--- src/rtl/ps2_pkg.sv ---
// ============================================================================
//  Module  : ps2_pkg
//  Purpose : Shared frame-state encoding, PS/2 prefix and key codes, and
//            keyboard_data bit positions for the PS/2 keyboard decoder.
//  Rev     : 1.0  initial release
// ============================================================================
`default_nettype none

package ps2_pkg;

    localparam logic [1:0] ST_IDLE   = 2'd0;
    localparam logic [1:0] ST_DATA   = 2'd1;
    localparam logic [1:0] ST_PARITY = 2'd2;
    localparam logic [1:0] ST_STOP   = 2'd3;

    localparam logic [7:0] PS2_EXT   = 8'hE0;
    localparam logic [7:0] PS2_BRK   = 8'hF0;

    localparam logic [7:0] KEY_UP    = 8'h75;
    localparam logic [7:0] KEY_DOWN  = 8'h72;
    localparam logic [7:0] KEY_LEFT  = 8'h6B;
    localparam logic [7:0] KEY_RIGHT = 8'h74;
    localparam logic [7:0] KEY_SPACE = 8'h29;
    localparam logic [7:0] KEY_ENTER = 8'h5A;

    localparam int KD_EXT     = 8;
    localparam int KD_BRK     = 9;
    localparam int KD_UP      = 10;
    localparam int KD_DOWN    = 11;
    localparam int KD_LEFT    = 12;
    localparam int KD_RIGHT   = 13;
    localparam int KD_SPACE   = 14;
    localparam int KD_ENTER   = 15;
    localparam int KD_CNT_LSB = 16;
    localparam int KD_CNT_MSB = 23;
    localparam int KD_USED    = 24;

    // Held-bit position for a (ext, code) pair; 0 means the key is not tracked.
    function automatic logic [4:0] held_pos(input logic ext, input logic [7:0] code);
        logic [4:0] pos;
        pos = 5'd0;
        if (ext) begin
            case (code)
                KEY_UP:    pos = 5'(KD_UP);
                KEY_DOWN:  pos = 5'(KD_DOWN);
                KEY_LEFT:  pos = 5'(KD_LEFT);
                KEY_RIGHT: pos = 5'(KD_RIGHT);
                default:   pos = 5'd0;
            endcase
        end else begin
            case (code)
                KEY_SPACE: pos = 5'(KD_SPACE);
                KEY_ENTER: pos = 5'(KD_ENTER);
                default:   pos = 5'd0;
            endcase
        end
        return pos;
    endfunction

endpackage

`default_nettype wire

--- src/rtl/ps2_keyboard_decoder_if.sv ---
// ============================================================================
//  Module  : ps2_keyboard_decoder_if
//  Purpose : PS/2 pins and decoded status outputs of the keyboard decoder.
//  Rev     : 1.0  initial release
// ============================================================================
`default_nettype none

interface ps2_keyboard_decoder_if #(
    parameter int bus = 32
);
    logic           ps2_clk;
    logic           ps2_data;
    logic [bus-1:0] keyboard_data;
    logic           key_valid;
    logic           frame_error;

    modport master (
        output ps2_clk, ps2_data,
        input  keyboard_data, key_valid, frame_error
    );

    modport slave (
        input  ps2_clk, ps2_data,
        output keyboard_data, key_valid, frame_error
    );
endinterface

`default_nettype wire

--- src/rtl/ps2_edge_filter.sv ---
// ============================================================================
//  Module  : ps2_edge_filter
//  Purpose : Synchronizes ps2_clk/ps2_data, debounces ps2_clk and emits a
//            one-cycle pulse on each falling edge of the filtered clock.
//  Rev     : 1.0  initial release
// ============================================================================
`default_nettype none

module ps2_edge_filter #(
    parameter int FILTER = 8
) (
    input  wire logic clk,
    input  wire logic reset,
    input  wire logic ps2_clk_i,
    input  wire logic ps2_data_i,
    output logic      fall_o,
    output logic      data_s_o
);
    localparam int CW = (FILTER < 2) ? 1 : $clog2(FILTER);

    logic [1:0]    clk_sync_q;
    logic [1:0]    data_sync_q;
    logic          filt_q;
    logic [CW-1:0] cnt_q;
    logic          fall_q;

    // Filter and sync flops reset high so an idle bus produces no edge.
    always_ff @(posedge clk or negedge reset) begin
        if (!reset) begin
            clk_sync_q  <= 2'b11;
            data_sync_q <= 2'b11;
            filt_q      <= 1'b1;
            cnt_q       <= '0;
            fall_q      <= 1'b0;
        end else begin
            clk_sync_q  <= {clk_sync_q[0], ps2_clk_i};
            data_sync_q <= {data_sync_q[0], ps2_data_i};
            fall_q      <= 1'b0;
            if (clk_sync_q[1] == filt_q) begin
                cnt_q <= '0;
            end else if (cnt_q == CW'(FILTER - 1)) begin
                filt_q <= clk_sync_q[1];
                cnt_q  <= '0;
                fall_q <= ~clk_sync_q[1];
            end else begin
                cnt_q <= cnt_q + 1'b1;
            end
        end
    end

    assign fall_o   = fall_q;
    assign data_s_o = data_sync_q[1];

endmodule

`default_nettype wire

--- src/rtl/ps2_keyboard_decoder.sv ---
// ============================================================================
//  Module  : ps2_keyboard_decoder
//  Purpose : PS/2 frame receiver with prefix tracking, held-key bitmap and
//            event counter, packed into the processor's keyboard_data word.
//  Rev     : 1.0  initial release
// ============================================================================
`default_nettype none

module ps2_keyboard_decoder
    import ps2_pkg::*;
#(
    parameter int bus     = 32,
    parameter int FILTER  = 8,
    parameter int TIMEOUT = 5000
) (
    input  wire logic               clk,
    input  wire logic               reset,
    ps2_keyboard_decoder_if.slave   kbd
);
    localparam int WDW = $clog2(TIMEOUT + 1);

    logic             w_fall;
    logic             w_data;
    logic             w_accept;
    logic [4:0]       w_pos;

    logic [1:0]       state_q,  state_d;
    logic [2:0]       bitcnt_q, bitcnt_d;
    logic [7:0]       shift_q,  shift_d;
    logic             par_q,    par_d;
    logic [WDW-1:0]   wd_q,     wd_d;
    logic             ext_q,    ext_d;
    logic             brk_q,    brk_d;
    logic [KD_USED-1:0] kd_q,   kd_d;
    logic             kv_q,     kv_d;
    logic             fe_q,     fe_d;

    ps2_edge_filter #(.FILTER(FILTER)) u_edge (
        .clk        (clk),
        .reset      (reset),
        .ps2_clk_i  (kbd.ps2_clk),
        .ps2_data_i (kbd.ps2_data),
        .fall_o     (w_fall),
        .data_s_o   (w_data)
    );

    assign w_pos = held_pos(ext_q, shift_q);

    always_comb begin
        state_d  = state_q;
        bitcnt_d = bitcnt_q;
        shift_d  = shift_q;
        par_d    = par_q;
        ext_d    = ext_q;
        brk_d    = brk_q;
        kd_d     = kd_q;
        kv_d     = 1'b0;
        fe_d     = 1'b0;
        w_accept = 1'b0;
        wd_d     = (state_q != ST_IDLE) ? wd_q + 1'b1 : '0;

        if (w_fall) begin
            wd_d = '0;
            case (state_q)
                ST_IDLE: begin
                    if (!w_data) begin
                        state_d  = ST_DATA;
                        bitcnt_d = 3'd0;
                    end
                end
                ST_DATA: begin
                    shift_d  = {w_data, shift_q[7:1]};
                    bitcnt_d = bitcnt_q + 1'b1;
                    if (bitcnt_q == 3'd7) state_d = ST_PARITY;
                end
                ST_PARITY: begin
                    par_d   = w_data;
                    state_d = ST_STOP;
                end
                ST_STOP: begin
                    state_d = ST_IDLE;
                    if (w_data && (^{shift_q, par_q})) begin
                        w_accept = 1'b1;
                    end else begin
                        fe_d  = 1'b1;
                        ext_d = 1'b0;
                        brk_d = 1'b0;
                    end
                end
                default: state_d = ST_IDLE;
            endcase
        end else if ((state_q != ST_IDLE) && (wd_q == WDW'(TIMEOUT))) begin
            state_d = ST_IDLE;
            wd_d    = '0;
            fe_d    = 1'b1;
            ext_d   = 1'b0;
            brk_d   = 1'b0;
        end

        // Prefix bytes only arm flags; everything else is a reportable scan code.
        if (w_accept) begin
            if (shift_q == PS2_EXT) begin
                ext_d = 1'b1;
            end else if (shift_q == PS2_BRK) begin
                brk_d = 1'b1;
            end else begin
                kd_d[7:0]    = shift_q;
                kd_d[KD_EXT] = ext_q;
                kd_d[KD_BRK] = brk_q;
                for (int i = KD_UP; i <= KD_ENTER; i++) begin
                    if (w_pos == 5'(i)) kd_d[i] = ~brk_q;
                end
                kd_d[KD_CNT_MSB:KD_CNT_LSB] = kd_q[KD_CNT_MSB:KD_CNT_LSB] + 1'b1;
                kv_d  = 1'b1;
                ext_d = 1'b0;
                brk_d = 1'b0;
            end
        end
    end

    always_ff @(posedge clk or negedge reset) begin
        if (!reset) begin
            state_q  <= ST_IDLE;
            bitcnt_q <= 3'd0;
            shift_q  <= 8'd0;
            par_q    <= 1'b0;
            wd_q     <= '0;
            ext_q    <= 1'b0;
            brk_q    <= 1'b0;
            kd_q     <= '0;
            kv_q     <= 1'b0;
            fe_q     <= 1'b0;
        end else begin
            state_q  <= state_d;
            bitcnt_q <= bitcnt_d;
            shift_q  <= shift_d;
            par_q    <= par_d;
            wd_q     <= wd_d;
            ext_q    <= ext_d;
            brk_q    <= brk_d;
            kd_q     <= kd_d;
            kv_q     <= kv_d;
            fe_q     <= fe_d;
        end
    end

    assign kbd.keyboard_data = bus'(kd_q);
    assign kbd.key_valid     = kv_q;
    assign kbd.frame_error   = fe_q;

endmodule

`default_nettype wire

--- src/flat_wrapper.sv ---
// flat-port wrapper written by rule: the top's interface ports become plain ports
module ps2_keyboard_decoder_flat import ps2_pkg::*;
#(
    parameter int bus     = 32,
    parameter int FILTER  = 8,
    parameter int TIMEOUT = 5000
)
  (clk, reset, kbd_ps2_clk, kbd_ps2_data, kbd_keyboard_data, kbd_key_valid, kbd_frame_error);
  ps2_keyboard_decoder_if #(.bus(bus)) kbd_i ();
  input  wire logic clk;
  input  wire logic reset;
  input wire logic [$bits(kbd_i.ps2_clk)-1:0] kbd_ps2_clk;
  input wire logic [$bits(kbd_i.ps2_data)-1:0] kbd_ps2_data;
  output wire logic [$bits(kbd_i.keyboard_data)-1:0] kbd_keyboard_data;
  output wire logic [$bits(kbd_i.key_valid)-1:0] kbd_key_valid;
  output wire logic [$bits(kbd_i.frame_error)-1:0] kbd_frame_error;
  assign kbd_i.ps2_clk = kbd_ps2_clk;
  assign kbd_i.ps2_data = kbd_ps2_data;
  assign kbd_keyboard_data = kbd_i.keyboard_data;
  assign kbd_key_valid = kbd_i.key_valid;
  assign kbd_frame_error = kbd_i.frame_error;
  ps2_keyboard_decoder #(.bus(bus), .FILTER(FILTER), .TIMEOUT(TIMEOUT)) u_core (.clk(clk), .reset(reset), .kbd(kbd_i));
endmodule
--- config.mk ---
export PLATFORM = sky130hd
export DESIGN_NAME = ps2_keyboard_decoder_flat
export DESIGN_NICKNAME = d
export VERILOG_FILES = /design/src/rtl/ps2_pkg.sv /design/src/rtl/ps2_keyboard_decoder_if.sv /design/src/rtl/ps2_edge_filter.sv /design/src/rtl/ps2_keyboard_decoder.sv /design/src/flat_wrapper.sv
export SDC_FILE = /design/constraint.sdc
export NUM_CORES = 1
export LEC_CHECK = 0
export ABC_AREA = 0
export BUFFER_PORTS_ARGS = -buffer_cell sky130_fd_sc_hd__buf_2
export CAP_MARGIN = 20
export CORE_ASPECT_RATIO = 0.7
export CORE_UTILIZATION = 30
export CTS_CLUSTER_DIAMETER = 200
export DETAILED_ROUTE_END_ITERATION = 6
export SETUP_SLACK_MARGIN = 0.1
export SKIP_LAST_GASP = 1
export SYNTH_ARGS = -nofsm -noshare
export SYNTH_HDL_FRONTEND = slang
export SYNTH_HIERARCHICAL = 1
export SYNTH_SLANG_ARGS = --single-unit
--- constraint.sdc ---
create_clock -name clk -period 5.18 [get_ports clk]
set_input_delay 0.259 -clock clk [delete_from_list [all_inputs] [get_ports clk]]
set_output_delay 0.259 -clock clk [all_outputs]
set_load 0.005 [all_outputs]
Yosys cells after proc, flatten, opt, wreduce, memory -nomap -nowiden
Index checks and enable logic that the tools add are counted.

Flip-flop bits (word level): 64. Bits in latches: 0. Memory bits (writable): 0. Bits in read-only memories: 0. Bits of input ports: 4. Output and inout bits: 34. Word-level logic and storage cells: 114. Memories: 0.

Add/subtract/negate cells: 4. Multipliers: 0. Divide/modulo/power cells: 0. Magnitude comparators: 0. Equal/unequal tests: 24. Shifts and indexed selects: 0. Muxes and demuxes: 41. Bitwise gates (word level): 5. Reductions and logical operators: 19.

Operators by type and width (number): == test 8 x 7 -> 1 bit, second input constant (5); 2-to-1 mux 13 bit (3); == test 5 x 4 -> 1 bit, second input constant (6); 2-to-1 mux 1 bit (26); AND reduction 4 bit (6); == test 8 bit, second input constant (2); case mux 4 bit (4 select lines) (1); adder 13 x 1 -> 13 bit, second input constant (1); == test 13 bit, second input constant (1); 2-to-1 mux 3 bit (3); AND reduction 3 bit (3); XOR reduction 9 bit (1); adder 8 x 1 -> 8 bit, second input constant (1); == test 8 x 6 -> 1 bit, second input constant (1); 2-to-1 mux 2 bit (4); case mux 2 bit (4 select lines) (1); case mux 4 bit (2 select lines) (1); adder 3 x 1 -> 3 bit, second input constant (2); == test 3 bit, second input constant (2); case mux 3 bit (2 select lines) (1); AND reduction 2 bit (3); nonzero test 2 bit (3); 2-to-1 mux 5 bit (1); inverter 1 bit (5); other kinds (8) (10).

Longest topological paths before layout
Depth after elaboration: 8. Gate-level depth with buffers: 7. Gate-level depth less buffers: 6.

Modules after synthesis
The synthesis kept the hierarchy.

Modules (own cells, without submodules): ps2_keyboard_decoder (instances 1, cells each 249, area each 2808.9 µm², sequential area each 1376.3 µm²); ps2_edge_filter (instances 1, cells each 17, area each 314.1 µm², sequential area each 231.5 µm²).

Least setup slack after synthesis
OpenSTA, ideal clock, no wires.

Kind: register to register. From: register u_core.shift_q[6]. To: register u_core.kd_q[11]. Library setup time: 0.125 ns. Arrival: 1.931 ns. Required time: 5.055 ns. Slack: 3.124 ns. Cell stages (with the launch flop): 7. Path buffers: 1. Period minus slack after synthesis: 2.056 ns. Path through: dfrtp_1 > buf_2 > xnor2_1 > xnor3_2 > xnor2_2 > nor4b_1 > mux2_2.

Cells in the longest elaborated chain, start to end: 6. Elaborated cells between the ends (all ways): 20. Classes of those cells: eq/ne (9); mux (6); bitwise (2); reduce/logical (3).

RTL lines: start: declaration (RTL line ps2_keyboard_decoder.sv:29) `logic [7:0] shift_q, shift_d;`; start signal: assignment (RTL line ps2_keyboard_decoder.sv:136) `shift_q <= shift_d;`; branches (longest 5 deep; another with == test 8 x 7 -> 1 bit); AND reduction 4 bit (no source line) (*); end signal: assignment (RTL line ps2_keyboard_decoder.sv:141) `kd_q <= kd_d;`; end: declaration (RTL line ps2_keyboard_decoder.sv:34) `logic [KD_USED-1:0] kd_q, kd_d;`.

Mark *: on every way between the ends. A chain may end at the register's enable or synchronous reset.

Worst setup path after layout
From: register u_core.shift_q[6]. To: register u_core.kd_q[17].

Cells in the longest elaborated chain, start to end: 6. Elaborated cells between the ends (all ways): 10. Classes of those cells: eq/ne (2); mux (3); bitwise (2); reduce/logical (3).

RTL lines: XOR reduction 9 bit (RTL line ps2_keyboard_decoder.sv:82) `if (w_data && (^{shift_q, par_q})) begin`; logical AND 1 bit (RTL line ps2_keyboard_decoder.sv:82); 2-to-1 mux 1 bit (RTL line ps2_keyboard_decoder.sv:82); 2-to-1 mux 1 bit (RTL line ps2_keyboard_decoder.sv:64) `case (state_q)`; 2-to-1 mux 1 bit (RTL line ps2_keyboard_decoder.sv:62) `if (w_fall) begin`; AND reduction 3 bit (no source line) (*).

Mark *: on every way between the ends. The rest lies on a longest branch, timed or not.

==> flow_metrics.env <==
export IMPL_status="completed"
export IMPL_setup_viol=0
export IMPL_p_leak_nw=1.77
export IMPL_slew_headroom=0.459
export IMPL_worstHoldPathCells=1
export IMPL_rr_worst_depth=6
export IMPL_fmax_ghz=0.402
export IMPL_max_vdd_ir_drop_mv=0.135
export IMPL_fin_ws_ns=2.69
export IMPL_area_growth_synth_to_final_pct=16.7
export IMPL_drc=0
export IMPL_cts_sinks=64
export IMPL_cts_root_buf="clkbuf_16"
export IMPL_max_cap_violations=0
export IMPL_async_flop_share=1.00
export IMPL_cts_buffers=9
export IMPL_rsz0062_at_grt="false"
export IMPL_clk_pin_slew_ns=0.05
export IMPL_wirelength_mm=5.83
export IMPL_core_sq_um=9910
export IMPL_ys_seq_area_frac=0.515
export IMPL_layout_min_cycle_time_ns=2.49
export IMPL_crit_path_max_fanout=15
export IMPL_crit_cells=6
export IMPL_hold_path_class="in -> reg"
export IMPL_grt_antenna_before_repair=0
export IMPL_ys_types=49
export IMPL_dr_total_vias=1982
export IMPL_synth_ff_type="dfrtp_1"
export IMPL_crit_path_start_kind="register"
export IMPL_ys_seq_elements=64
export IMPL_grt_max_degree=65
export IMPL_avgSynthCellArea_sq_um=11.7
export IMPL_pin_count=38
export IMPL_path_buf_inv=1
export IMPL_n_antenna_cell=0
export IMPL_finalNetCount=310
export IMPL_tightest_slew_ns=0.807
export IMPL_grt_pass1_vias=2029
export IMPL_critPathKind="reg -> reg"
export IMPL_track_usage=0.123
export IMPL_postCtsSetupRepairBufs=0
export IMPL_worstSetupEndpointType="register"
export IMPL_finalHoldViolations=0
export IMPL_die_w_um=124
export IMPL_synth_area_top_cells="dfrtp_1, mux2_2, ha_1"
export IMPL_wl_per_cell_um=13.7
export IMPL_post_dp_hpwl_mm=4.08
export IMPL_setup_tns_ns=0
export IMPL_max_stage_delay_ns=0.52
export IMPL_synth_cell_area_sq_um=3120
export IMPL_start_util=0.315
export IMPL_yosysMostFrequentCell="dfrtp_1"
export IMPL_postCtsResizedCells=0
export IMPL_synth_top_cell_by_area="dfrtp_1"
export IMPL_vias_per_cell=4.64
export IMPL_synth_top_area_share=0.473
export IMPL_crit_slowest_cell="dfrtp_1"
export IMPL_ant_nets=0
export IMPL_cts_max_path_buffers=2
export IMPL_cts_tree="built"
export IMPL_fp_row_count=30
export IMPL_crit_arrival_ns=2.69
export IMPL_drt_first_pass_iters=4
export IMPL_place_ws_ns=2.71
export IMPL_cts_htree_levels=3
export IMPL_drive_above_1_share=0.271
export IMPL_synth_cells=266
export IMPL_power_density_nw_per_um2=318
export IMPL_required_ns=5.38
export IMPL_place_congestion=0.761
export IMPL_grt_pass1_wl_mm=9.94
export IMPL_cts_hold_fix_buffers=0
export IMPL_ys_warnings_count=6
export IMPL_path_delay_family="simple AND/OR/NAND/NOR gates"
export IMPL_drt_iter0_markers=113
export IMPL_dieArea_sq_um=10800
export IMPL_grt_remaining_overflow=0
export IMPL_worstPathCellList="nor3b_1, nand2_1, nand2b_1, nand2b_1, inv_1, mux2_2"
export IMPL_portBuffers=29
export IMPL_path_common_cell="nand2b_1"
export IMPL_die_y_um=87.4
export IMPL_drv_slew=0
export IMPL_clkLatencyLatePin_ns=0.32
export IMPL_finalClockSkew_ns=0.00593
export IMPL_synthTopCellsByCount="dfrtp_1, mux2_2, nor2_1"
export IMPL_synth_edf_count=0
export IMPL_fin_crit_sh=0.480
## per-stage QoR
stage	cells	hold WS, ns	area (sq um)	total power, mW	utilization
after global placement	411	0.346	3340	0.569	0.338
final	427	0.0348	3640	1.16	0.368
after global routing	427	0.0223	3640	1.21	0.368
after detailed placement	411	0.354	3340	0.572	0.338
after floorplan	273	-0.0366	3150	0.558	-
after CTS	427	0.0200	3640	1.18	0.368
## area by class of cell
type	count	area [sq um]
clock buffer	13	260
clock inverter	3	40.0
fill	982	6260
tap	128	160
multi-input combinational	178	1380
inverter	11	41.3
timing repair buffer	30	153
sequential	64	1610
## cell families after synthesis
kind of cell | synth area share
other cells | 0.00120
buf+inv | 0.0509
compound gates | 0.0485
simple gates | 0.158
flops | 0.515
mux | 0.0929
fa+ha+maj | 0.0481
xor+xnor | 0.0857
## metal layers
layer | up-vias | GRT usage | share of wire
met3 | 10 | 0.0504 | 0.045
met4 | 0 | 0.0595 | 0.018
met5 | - | 0 | 0
li1 | 962 | - | -
met2 | 30 | 0.162 | 0.42
met1 | 980 | 0.172 | 0.51
## flip-flops by register name, indices dropped and copies added, names as in the netlist, 2 cells and up
signal	count
u_core/kd_q	24
u_core/wd_q	13
u_core/shift_q	8
u_core/bitcnt_q	3
u_core/u_edge/cnt_q	3
u_core/state_q	2
u_core/u_edge/clk_sync_q	2
u_core/u_edge/data_sync_q	2
## placed cells by master, fill, tap and decap left out, drive strengths merged, types with 8 or more instances in the layout
master,instances
dfrtp,59
buf,30
mux2,24
nor2,16
xor2,15
nand2,13
clkbuf,13
ha,12
xnor2,12
inv,11
nand3,10
o21ai,8
conb,8
nor4,8
## path summary, 6_finish.rpt
path                                         startpoint  slack, ns                      endpoint
max in group asynchronous                         reset       4.55                u_core/kd_q[1]
max                                   u_core/shift_q[6]       2.69               u_core/kd_q[17]
min                                         kbd_ps2_clk       0.03   u_core/u_edge/clk_sync_q[0]
max reg2reg                           u_core/shift_q[6]       2.69               u_core/kd_q[17]
min reg2reg                u_core/u_edge/data_sync_q[0]       0.36  u_core/u_edge/data_sync_q[1]
min in group asynchronous                         reset       0.12            u_core/bitcnt_q[0]
## power breakdown
part / switching, mW / internal, mW / leakage (nW)
Sequential: 0.00855 / 0.518 / 0.875
Clock: 0.199 / 0.397 / 0.150
Combinational: 0.0191 / 0.0160 / 0.746
Total: 0.227 / 0.931 / 1.77
Note: power is estimated with default switching activity, not from simulation.
